--- src/rtl/router_pkg.sv ---
// Shared constants and types for the router output-side control logic.
package router_pkg;

    localparam int unsigned NUM_PORTS       = 3;
    localparam int unsigned ADDR_W          = 2;
    localparam int unsigned DEFAULT_TIMEOUT = 30;

    typedef logic [ADDR_W-1:0]    port_addr_t;
    typedef logic [NUM_PORTS-1:0] port_vec_t;

    // True when the address names an existing destination port.
    function automatic logic addr_in_range(port_addr_t addr);
        logic hit;
        hit = 1'b0;
        for (int i = 0; i < NUM_PORTS; i++) begin
            if (addr == port_addr_t'(i)) begin
                hit = 1'b1;
            end
        end
        return hit;
    endfunction

endpackage

--- src/rtl/router_sync_ctrl_if.sv ---
// Header/FIFO control bundle between the input FSM, the FIFOs and the sync controller.
interface router_sync_ctrl_if;
    import router_pkg::*;

    logic       detect_add;
    port_addr_t data_addr;
    logic       write_enb_reg;
    port_vec_t  read_enb;
    port_vec_t  empty;
    port_vec_t  full;
    port_vec_t  write_enb;
    logic       fifo_full;
    port_vec_t  valid_out;
    port_vec_t  soft_reset;
    logic       addr_err;

    // Controller side.
    modport slave (
        input  detect_add,
        input  data_addr,
        input  write_enb_reg,
        input  read_enb,
        input  empty,
        input  full,
        output write_enb,
        output fifo_full,
        output valid_out,
        output soft_reset,
        output addr_err
    );

    // Environment side: input FSM, FIFOs and destination readers.
    modport master (
        output detect_add,
        output data_addr,
        output write_enb_reg,
        output read_enb,
        output empty,
        output full,
        input  write_enb,
        input  fifo_full,
        input  valid_out,
        input  soft_reset,
        input  addr_err
    );

endinterface

--- src/rtl/router_timeout_ctr.sv ---
// Per-port stall watchdog: pulses soft_reset after TIMEOUT consecutive unread valid cycles.
module router_timeout_ctr #(
    parameter int unsigned TIMEOUT = 30
) (
    input  logic clock,
    input  logic reset,
    input  logic valid,
    input  logic read,
    output logic soft_reset
);

    localparam int unsigned CNT_W = $clog2(TIMEOUT + 1);
    localparam logic [CNT_W-1:0] LAST = CNT_W'(TIMEOUT - 1);

    logic [CNT_W-1:0] count_q;
    logic             stall;

    assign stall = valid && !read;

    // Count stalled edges; on the TIMEOUT-th one fire a pulse and restart from zero.
    always_ff @(posedge clock) begin
        if (reset) begin
            count_q    <= '0;
            soft_reset <= 1'b0;
        end else begin
            soft_reset <= 1'b0;
            if (!stall) begin
                count_q <= '0;
            end else if (count_q == LAST) begin
                count_q    <= '0;
                soft_reset <= 1'b1;
            end else begin
                count_q <= count_q + 1'b1;
            end
        end
    end

endmodule

--- src/rtl/router_sync_ctrl.sv ---
// Router output-side controller: address latch, write steering, valid and flush generation.
module router_sync_ctrl
    import router_pkg::*;
#(
    parameter int unsigned TIMEOUT = DEFAULT_TIMEOUT
) (
    input  logic              clock,
    input  logic              reset,
    router_sync_ctrl_if.slave bus
);

    port_addr_t addr_q;
    port_addr_t eff_addr;
    logic       addr_err_q;
    port_vec_t  valid_vec;
    port_vec_t  soft_reset_vec;

    // Header byte bypasses the latch so it can be written in its own cycle.
    assign eff_addr = bus.detect_add ? bus.data_addr : addr_q;

    // Latch the destination address and flag out-of-range headers one cycle later.
    always_ff @(posedge clock) begin
        if (reset) begin
            addr_q     <= '0;
            addr_err_q <= 1'b0;
        end else begin
            if (bus.detect_add) begin
                addr_q <= bus.data_addr;
            end
            addr_err_q <= bus.detect_add && !addr_in_range(bus.data_addr);
        end
    end

    // Decode write enable and full flag; invalid address writes nowhere and never reports full.
    always_comb begin
        bus.write_enb = '0;
        bus.fifo_full = 1'b0;
        for (int i = 0; i < NUM_PORTS; i++) begin
            if (eff_addr == port_addr_t'(i)) begin
                bus.write_enb[i] = bus.write_enb_reg;
                bus.fifo_full    = bus.full[i];
            end
        end
    end

    assign valid_vec      = ~bus.empty;
    assign bus.valid_out  = valid_vec;
    assign bus.addr_err   = addr_err_q;
    assign bus.soft_reset = soft_reset_vec;

    for (genvar i = 0; i < NUM_PORTS; i++) begin : g_port
        router_timeout_ctr #(
            .TIMEOUT (TIMEOUT)
        ) u_timeout_ctr (
            .clock      (clock),
            .reset      (reset),
            .valid      (valid_vec[i]),
            .read       (bus.read_enb[i]),
            .soft_reset (soft_reset_vec[i])
        );
    end

endmodule
--- src/flat_wrapper.sv ---
// flat-port wrapper written by rule: the top's interface ports become plain ports
module router_sync_ctrl_flat import router_pkg::*;
#(
    parameter int unsigned TIMEOUT = DEFAULT_TIMEOUT
)
  (clock, reset, bus_detect_add, bus_data_addr, bus_write_enb_reg, bus_read_enb, bus_empty, bus_full, bus_write_enb, bus_fifo_full, bus_valid_out, bus_soft_reset, bus_addr_err);
  router_sync_ctrl_if bus_i ();
  input  logic clock;
  input  logic reset;
  input wire logic [$bits(bus_i.detect_add)-1:0] bus_detect_add;
  input wire logic [$bits(bus_i.data_addr)-1:0] bus_data_addr;
  input wire logic [$bits(bus_i.write_enb_reg)-1:0] bus_write_enb_reg;
  input wire logic [$bits(bus_i.read_enb)-1:0] bus_read_enb;
  input wire logic [$bits(bus_i.empty)-1:0] bus_empty;
  input wire logic [$bits(bus_i.full)-1:0] bus_full;
  output wire logic [$bits(bus_i.write_enb)-1:0] bus_write_enb;
  output wire logic [$bits(bus_i.fifo_full)-1:0] bus_fifo_full;
  output wire logic [$bits(bus_i.valid_out)-1:0] bus_valid_out;
  output wire logic [$bits(bus_i.soft_reset)-1:0] bus_soft_reset;
  output wire logic [$bits(bus_i.addr_err)-1:0] bus_addr_err;
  assign bus_i.detect_add = bus_detect_add;
  assign bus_i.data_addr = bus_data_addr;
  assign bus_i.write_enb_reg = bus_write_enb_reg;
  assign bus_i.read_enb = bus_read_enb;
  assign bus_i.empty = bus_empty;
  assign bus_i.full = bus_full;
  assign bus_write_enb = bus_i.write_enb;
  assign bus_fifo_full = bus_i.fifo_full;
  assign bus_valid_out = bus_i.valid_out;
  assign bus_soft_reset = bus_i.soft_reset;
  assign bus_addr_err = bus_i.addr_err;
  router_sync_ctrl #(.TIMEOUT(TIMEOUT)) u_core (.clock(clock), .reset(reset), .bus(bus_i));
endmodule
--- config.mk ---
export PLATFORM = sky130hd
export DESIGN_NAME = router_sync_ctrl_flat
export DESIGN_NICKNAME = d
export VERILOG_FILES = /design/src/rtl/router_pkg.sv /design/src/rtl/router_sync_ctrl_if.sv /design/src/rtl/router_timeout_ctr.sv /design/src/rtl/router_sync_ctrl.sv /design/src/flat_wrapper.sv
export SDC_FILE = /design/constraint.sdc
export NUM_CORES = 1
export LEC_CHECK = 0
export ABC_AREA = 1
export CORE_ASPECT_RATIO = 1.2
export CORE_MARGIN = 2
export CORE_UTILIZATION = 30
export DETAILED_ROUTE_END_ITERATION = 8
export SYNTH_ARGS = -nofsm -noshare
export SYNTH_HDL_FRONTEND = slang
export SYNTH_SLANG_ARGS = --single-unit
--- constraint.sdc ---
create_clock -name clock -period 1.4 [get_ports clock]
set_input_delay 0.28 -clock clock [delete_from_list [all_inputs] [get_ports clock]]
set_output_delay 0.28 -clock clock [all_outputs]
set_load 0.01 [all_outputs]
# Word-level counts from Yosys, hierarchy flattened
# Index checks and enable logic that the tools add are counted.
# op_classes
n_mux	14
n_shift	0
eq_ne	7
addsub	3
mul	0
div	0
magnitude_cmp	0
n_bitwise	4
reduce_logical	16
# ops
cell	n
5-bit by 1-bit adder with 5-bit output (second input constant)	3
5-bit == test (second input constant)	3
1-bit two-way mux	13
3-bit OR reduction	3
2-bit OR reduction	3
2-bit by 1-bit == test with 1-bit output (second input constant)	2
2-bit == test (second input constant)	2
1-bit logical AND	4
1-bit logical NOT	4
2-bit logical NOT	2
1-bit inverter	3
3-bit inverter	1
2-bit two-way mux	1
# totals
input_bits	15
ramBits	0
mem_bits_ro	0
latchBits	0
memories	0
ff_bits	21
wordCells	52

# Depth between registers and ports, before layout
# logic_depth
depth_word	7
depth_mapped	6
mapped_depth_nobuf	6

# Modules after synthesis
# A second synthesis with hierarchy kept.
# hier_totals
cells_unflattened	138
area_unflattened_um2	1027.2
# modules_own_cells
mod	instances	area_each_um2	seq_area_each_um2	cells_each
router_timeout_ctr	3	270.3	120.1	35
router_sync_ctrl	1	216.5	60.1	33

# Worst setup path after synthesis
# No wires, ideal clock.
# synth_timing
path_kind	flip-flop to output port
from	register u_core.addr_q[1]
to	output bus_write_enb[2]
path_buffers	0
stages_incl_launch_ff	5
slack_ns	0.311
arrival_time_ns	0.809
cell_sequence	dfxtp_1 -> inv_1 -> nor2_1 -> nor2_4 -> nor3_1
# synth_between
elab_chain_len	3
# synth_lines
item	line_no	text
start, declared	router_sync_ctrl.sv:12	port_addr_t addr_q;
start signal, assigned	router_sync_ctrl.sv:28	addr_q <= bus.data_addr;
2-bit two-way mux	n/a	
2-bit == test	router_sync_ctrl.sv:39	if (eff_addr == port_addr_t'(i)) begin
1-bit two-way mux	router_sync_ctrl.sv:39	
end, declared	flat_wrapper.sv:16	output wire logic [$bits(bus_i.write_enb)-1:0] bus_write_enb;
# No other way between the ends.

# Final worst setup path
# layout_timing
from	register u_core.addr_q[0]
to	output bus_fifo_full
# layout_between
elab_chain_len	5
elab_cells_between_ends	7
classes_between	eq/ne (2); mux (4); reduce/logical (1)
# layout_lines
item	line_no	text
2-bit two-way mux (*)	n/a	
2-bit logical NOT	router_sync_ctrl.sv:39	
1-bit two-way mux (2 in a row)	router_sync_ctrl.sv:39	
1-bit two-way mux (*)	router_sync_ctrl.sv:39	
end, declared	flat_wrapper.sv:17	output wire logic [$bits(bus_i.fifo_full)-1:0] bus_fifo_full;
# Every way passes the cells marked *; elsewhere a longest branch is shown, timed or not.

==> flow_metrics.tcl <==
set metrics [dict create \
    status "finished, violations left" \
    violations "setup timing" \
    r2r-start "u_core.g_port[1].u_timeout_ctr.count_q[1]" \
    fin_nets 174 \
    core_area_um2 3060 \
    rsz0062_at_grt "true" \
    gp_congestion 0.781 \
    syn_avg_cell_area_um2 7.85 \
    ys_seq_elements 21 \
    place_area_um2 1250 \
    place_hpwl_mm 1.41 \
    drtPass1Iterations 4 \
    yosys-top-cells-count "dfxtp_1 (21), nand2_1 (18), nor2_1 (16)" \
    min_path_type "input pin to flip-flop" \
    grt_max_degree 13 \
    grt.overflow.total 0 \
    syn_inst 123 \
    grt_pass1_wl_mm 3.26 \
    hold_start "bus_data_addr[0]" \
    cts_buffer_depth 2 \
    max_slew_margin 0.855 \
    ys_seq_area_frac 0.435 \
    cp_max_fo 3 \
    die_h_um 66.2 \
    wirelength_mm 1.90 \
    cap_violations 0 \
    fmax_mhz 689 \
    synthesis.area_um2 966 \
    grt.total_usage 0.114 \
    port_buffers 25 \
    yosysWarningCount 0 \
    cts_buffers 3 \
    finalMaxSlewViolations 0 \
    drive_above_1_share 0.270 \
    avgViaCountPerCell 4.53 \
    start_kind "flip-flop" \
    clock-sinks 21 \
    placementRows 22 \
    fin_skew_ns 0.00147 \
    multiInputGateArea_um2 497 \
    synth_area_leader_cell "dfxtp_1" \
    fin_cells 188 \
    crit_start "u_core.addr_q[0]" \
    pin_count 26 \
    grt_pass1_vias 848 \
    die_width_um 55.8 \
    hold_viol 0 \
    cts_tree "built" \
    async_flop_share 0 \
    worstSetupPathType "flip-flop to output port" \
    setup_viol_count_final 3 \
    cts_root_buf "clkbuf_4" \
    cts_hold_buf 0 \
    powerDensity_nw_per_um2 806 \
    ir_worst_vdd_uv 305 \
    first_iter_violations 30 \
    crit_required_ns 1.12 \
    post_drt_wl_per_cell_um 10.1 \
    seqCellArea_um2 423 \
    fin_crit_sh 1.04 \
    worst_slew_pin_slew_ns 0.217 \
    via_count 852 \
    cp-end-kind "output port" \
    syn_nets 144 \
    antenna_found_initial 0 \
    drc 0 \
    clk_pin_slew_ns 0.12 \
    total_power_w 0.00107 \
    synth.area.top_cells "dfxtp_1 (44%), ha_1 (7.8%), nand2_1 (7.0%)" \
    yosys.area.top_type_share 0.435 \
    finalCriticalPeriod_ns 1.45 \
    cp.arrival_ns 1.17 \
    final.setup.worst_slack_ns -0.0515 \
    fin_tns_setup_ns -0.0726 \
    cts_htree_levels 1 \
    design_area_um2 1330 \
    start_util 0.316 \
    ys_types 22 \
    nFillCells 317 \
    place_worst_setup_slack_ns -0.686 \
    yosysMostFrequentCell "dfxtp_1" \
    clock_latency_ns 0.30 \
    synth_ff_type "dfxtp_1" \
    synth_edf_count 0 \
    area_delta_synth_final_pct 37.8 \
    die_area_um2 3690 \
    p_leak_nw 0.585 \
    n_antenna_cell 0 \
    ant_nets 0 \
    placed_cells 183 \
]
==> report_power, final <==
part / total, W / internal [W] / switching (W)
Combinational: 0.000167 / 0.0000866 / 0.0000799
Sequential: 0.000615 / 0.000607 / 0.00000753
Clock: 0.000292 / 0.000107 / 0.000185
Total: 0.00107 / 0.000800 / 0.000273
==> metal layers <==
metal | vias up | GRT usage | share of wire
met5 | - | 0 | 0
met4 | 0 | 0.0732 | 0.027
met3 | 4 | 0.0215 | 0.046
met2 | 22 | 0.237 | 0.56
met1 | 383 | 0.0963 | 0.37
li1 | 443 | - | -
==> cell families (layout without fill, tap and decap cells) <==
group | after synthesis | after routing | share of synthesized area
xor+xnor | 2 | 2 | 0.0181
simple gates | 64 | 64 | 0.321
fa+ha+maj | 6 | 6 | 0.0777
buf+inv | 24 | 53 | 0.117
compound gates | 6 | 6 | 0.0311
flops | 21 | 21 | 0.435
==> cell type report <==
class                   count  share of cell area
inverters                  18              0.0508
repair buffers             31               0.204
clock buffers               3              0.0169
flip-flops and latches     21               0.318
multi-input cells          78               0.373
clock inverters             1             0.00376
well taps                  36              0.0338
==> critical path, cell delays in order, from the launching register on <==
cell and delay, ns:
dfxtp_2 0.34, inv_2 0.05, o21ai_4 0.20, nand3_2 0.11, nand3_2 0.07, buf_6 0.10
==> through the flow <==
stage | hold slack (ns) | utilization
after floorplan | 0.352 | -
after global placement | 0.449 | 0.410
after detailed placement | 0.466 | 0.410
after CTS | 0.348 | 0.429
after global routing | 0.376 | 0.436
final | 0.384 | 0.436
==> final timing paths <==
check	end	slack [ns]	cells past startpoint
setup reg to reg	u_core.g_port[1].u_timeout_ctr.count_q[2]	0.33	5
setup / recovery	bus_fifo_full	-0.05	5
hold / removal	u_core.bus.addr_err	0.38	3
hold reg to reg	u_core.g_port[0].u_timeout_ctr.count_q[4]	0.48	2
==> registers in the layout, indices dropped and copies added (netlist names) <==
| register | count |
|---|---|
| u_core.addr_q | 2 |
| u_core.bus.addr_err | 1 |
| u_core.g_port.u_timeout_ctr.count_q | 15 |
| u_core.g_port.u_timeout_ctr.soft_reset | 3 |
==> cell usage in the layout, fill, tap and decap left out <==
master	synthesis	routed
o21ai_0	1	1
dfxtp_2	0	2
nand4_1	3	3
clkinv_2	0	1
buf_6	0	1
o21ai_4	0	1
nand2_2	3	6
nand3_1	10	7
clkdlybuf4s15_2	0	1
xnor2_1	1	1
ha_1	6	6
buf_4	6	6
nor2b_1	1	1
dlygate4sd2_1	0	9
nor2_2	1	1
a21oi_1	4	4
or2_1	1	1
clkbuf_4	0	3
nor3_1	6	3
xor2_1	1	1
nor3_2	2	5
nand2_4	0	1
nor2_4	1	2
nand3b_1	2	2
nor2_1	16	15
inv_1	15	13
buf_2	0	3
clkdlybuf4s50_1	0	11
inv_2	3	5
dfxtp_1	21	19
nand3_2	0	3
nand2_1	18	14
==> repair_timing <==
| item | 4_1_cts | 5_1_grt |
|---|---|---|
| cloned | 0 | 0 |
| endpoints found under the setup margin | 11 | 4 |
| pin swaps | 6 | 9 |
| resized for setup | 44 | 4 |
| buffers inserted | 1 | 0 |
Note: power is estimated with default switching activity, not from simulation.
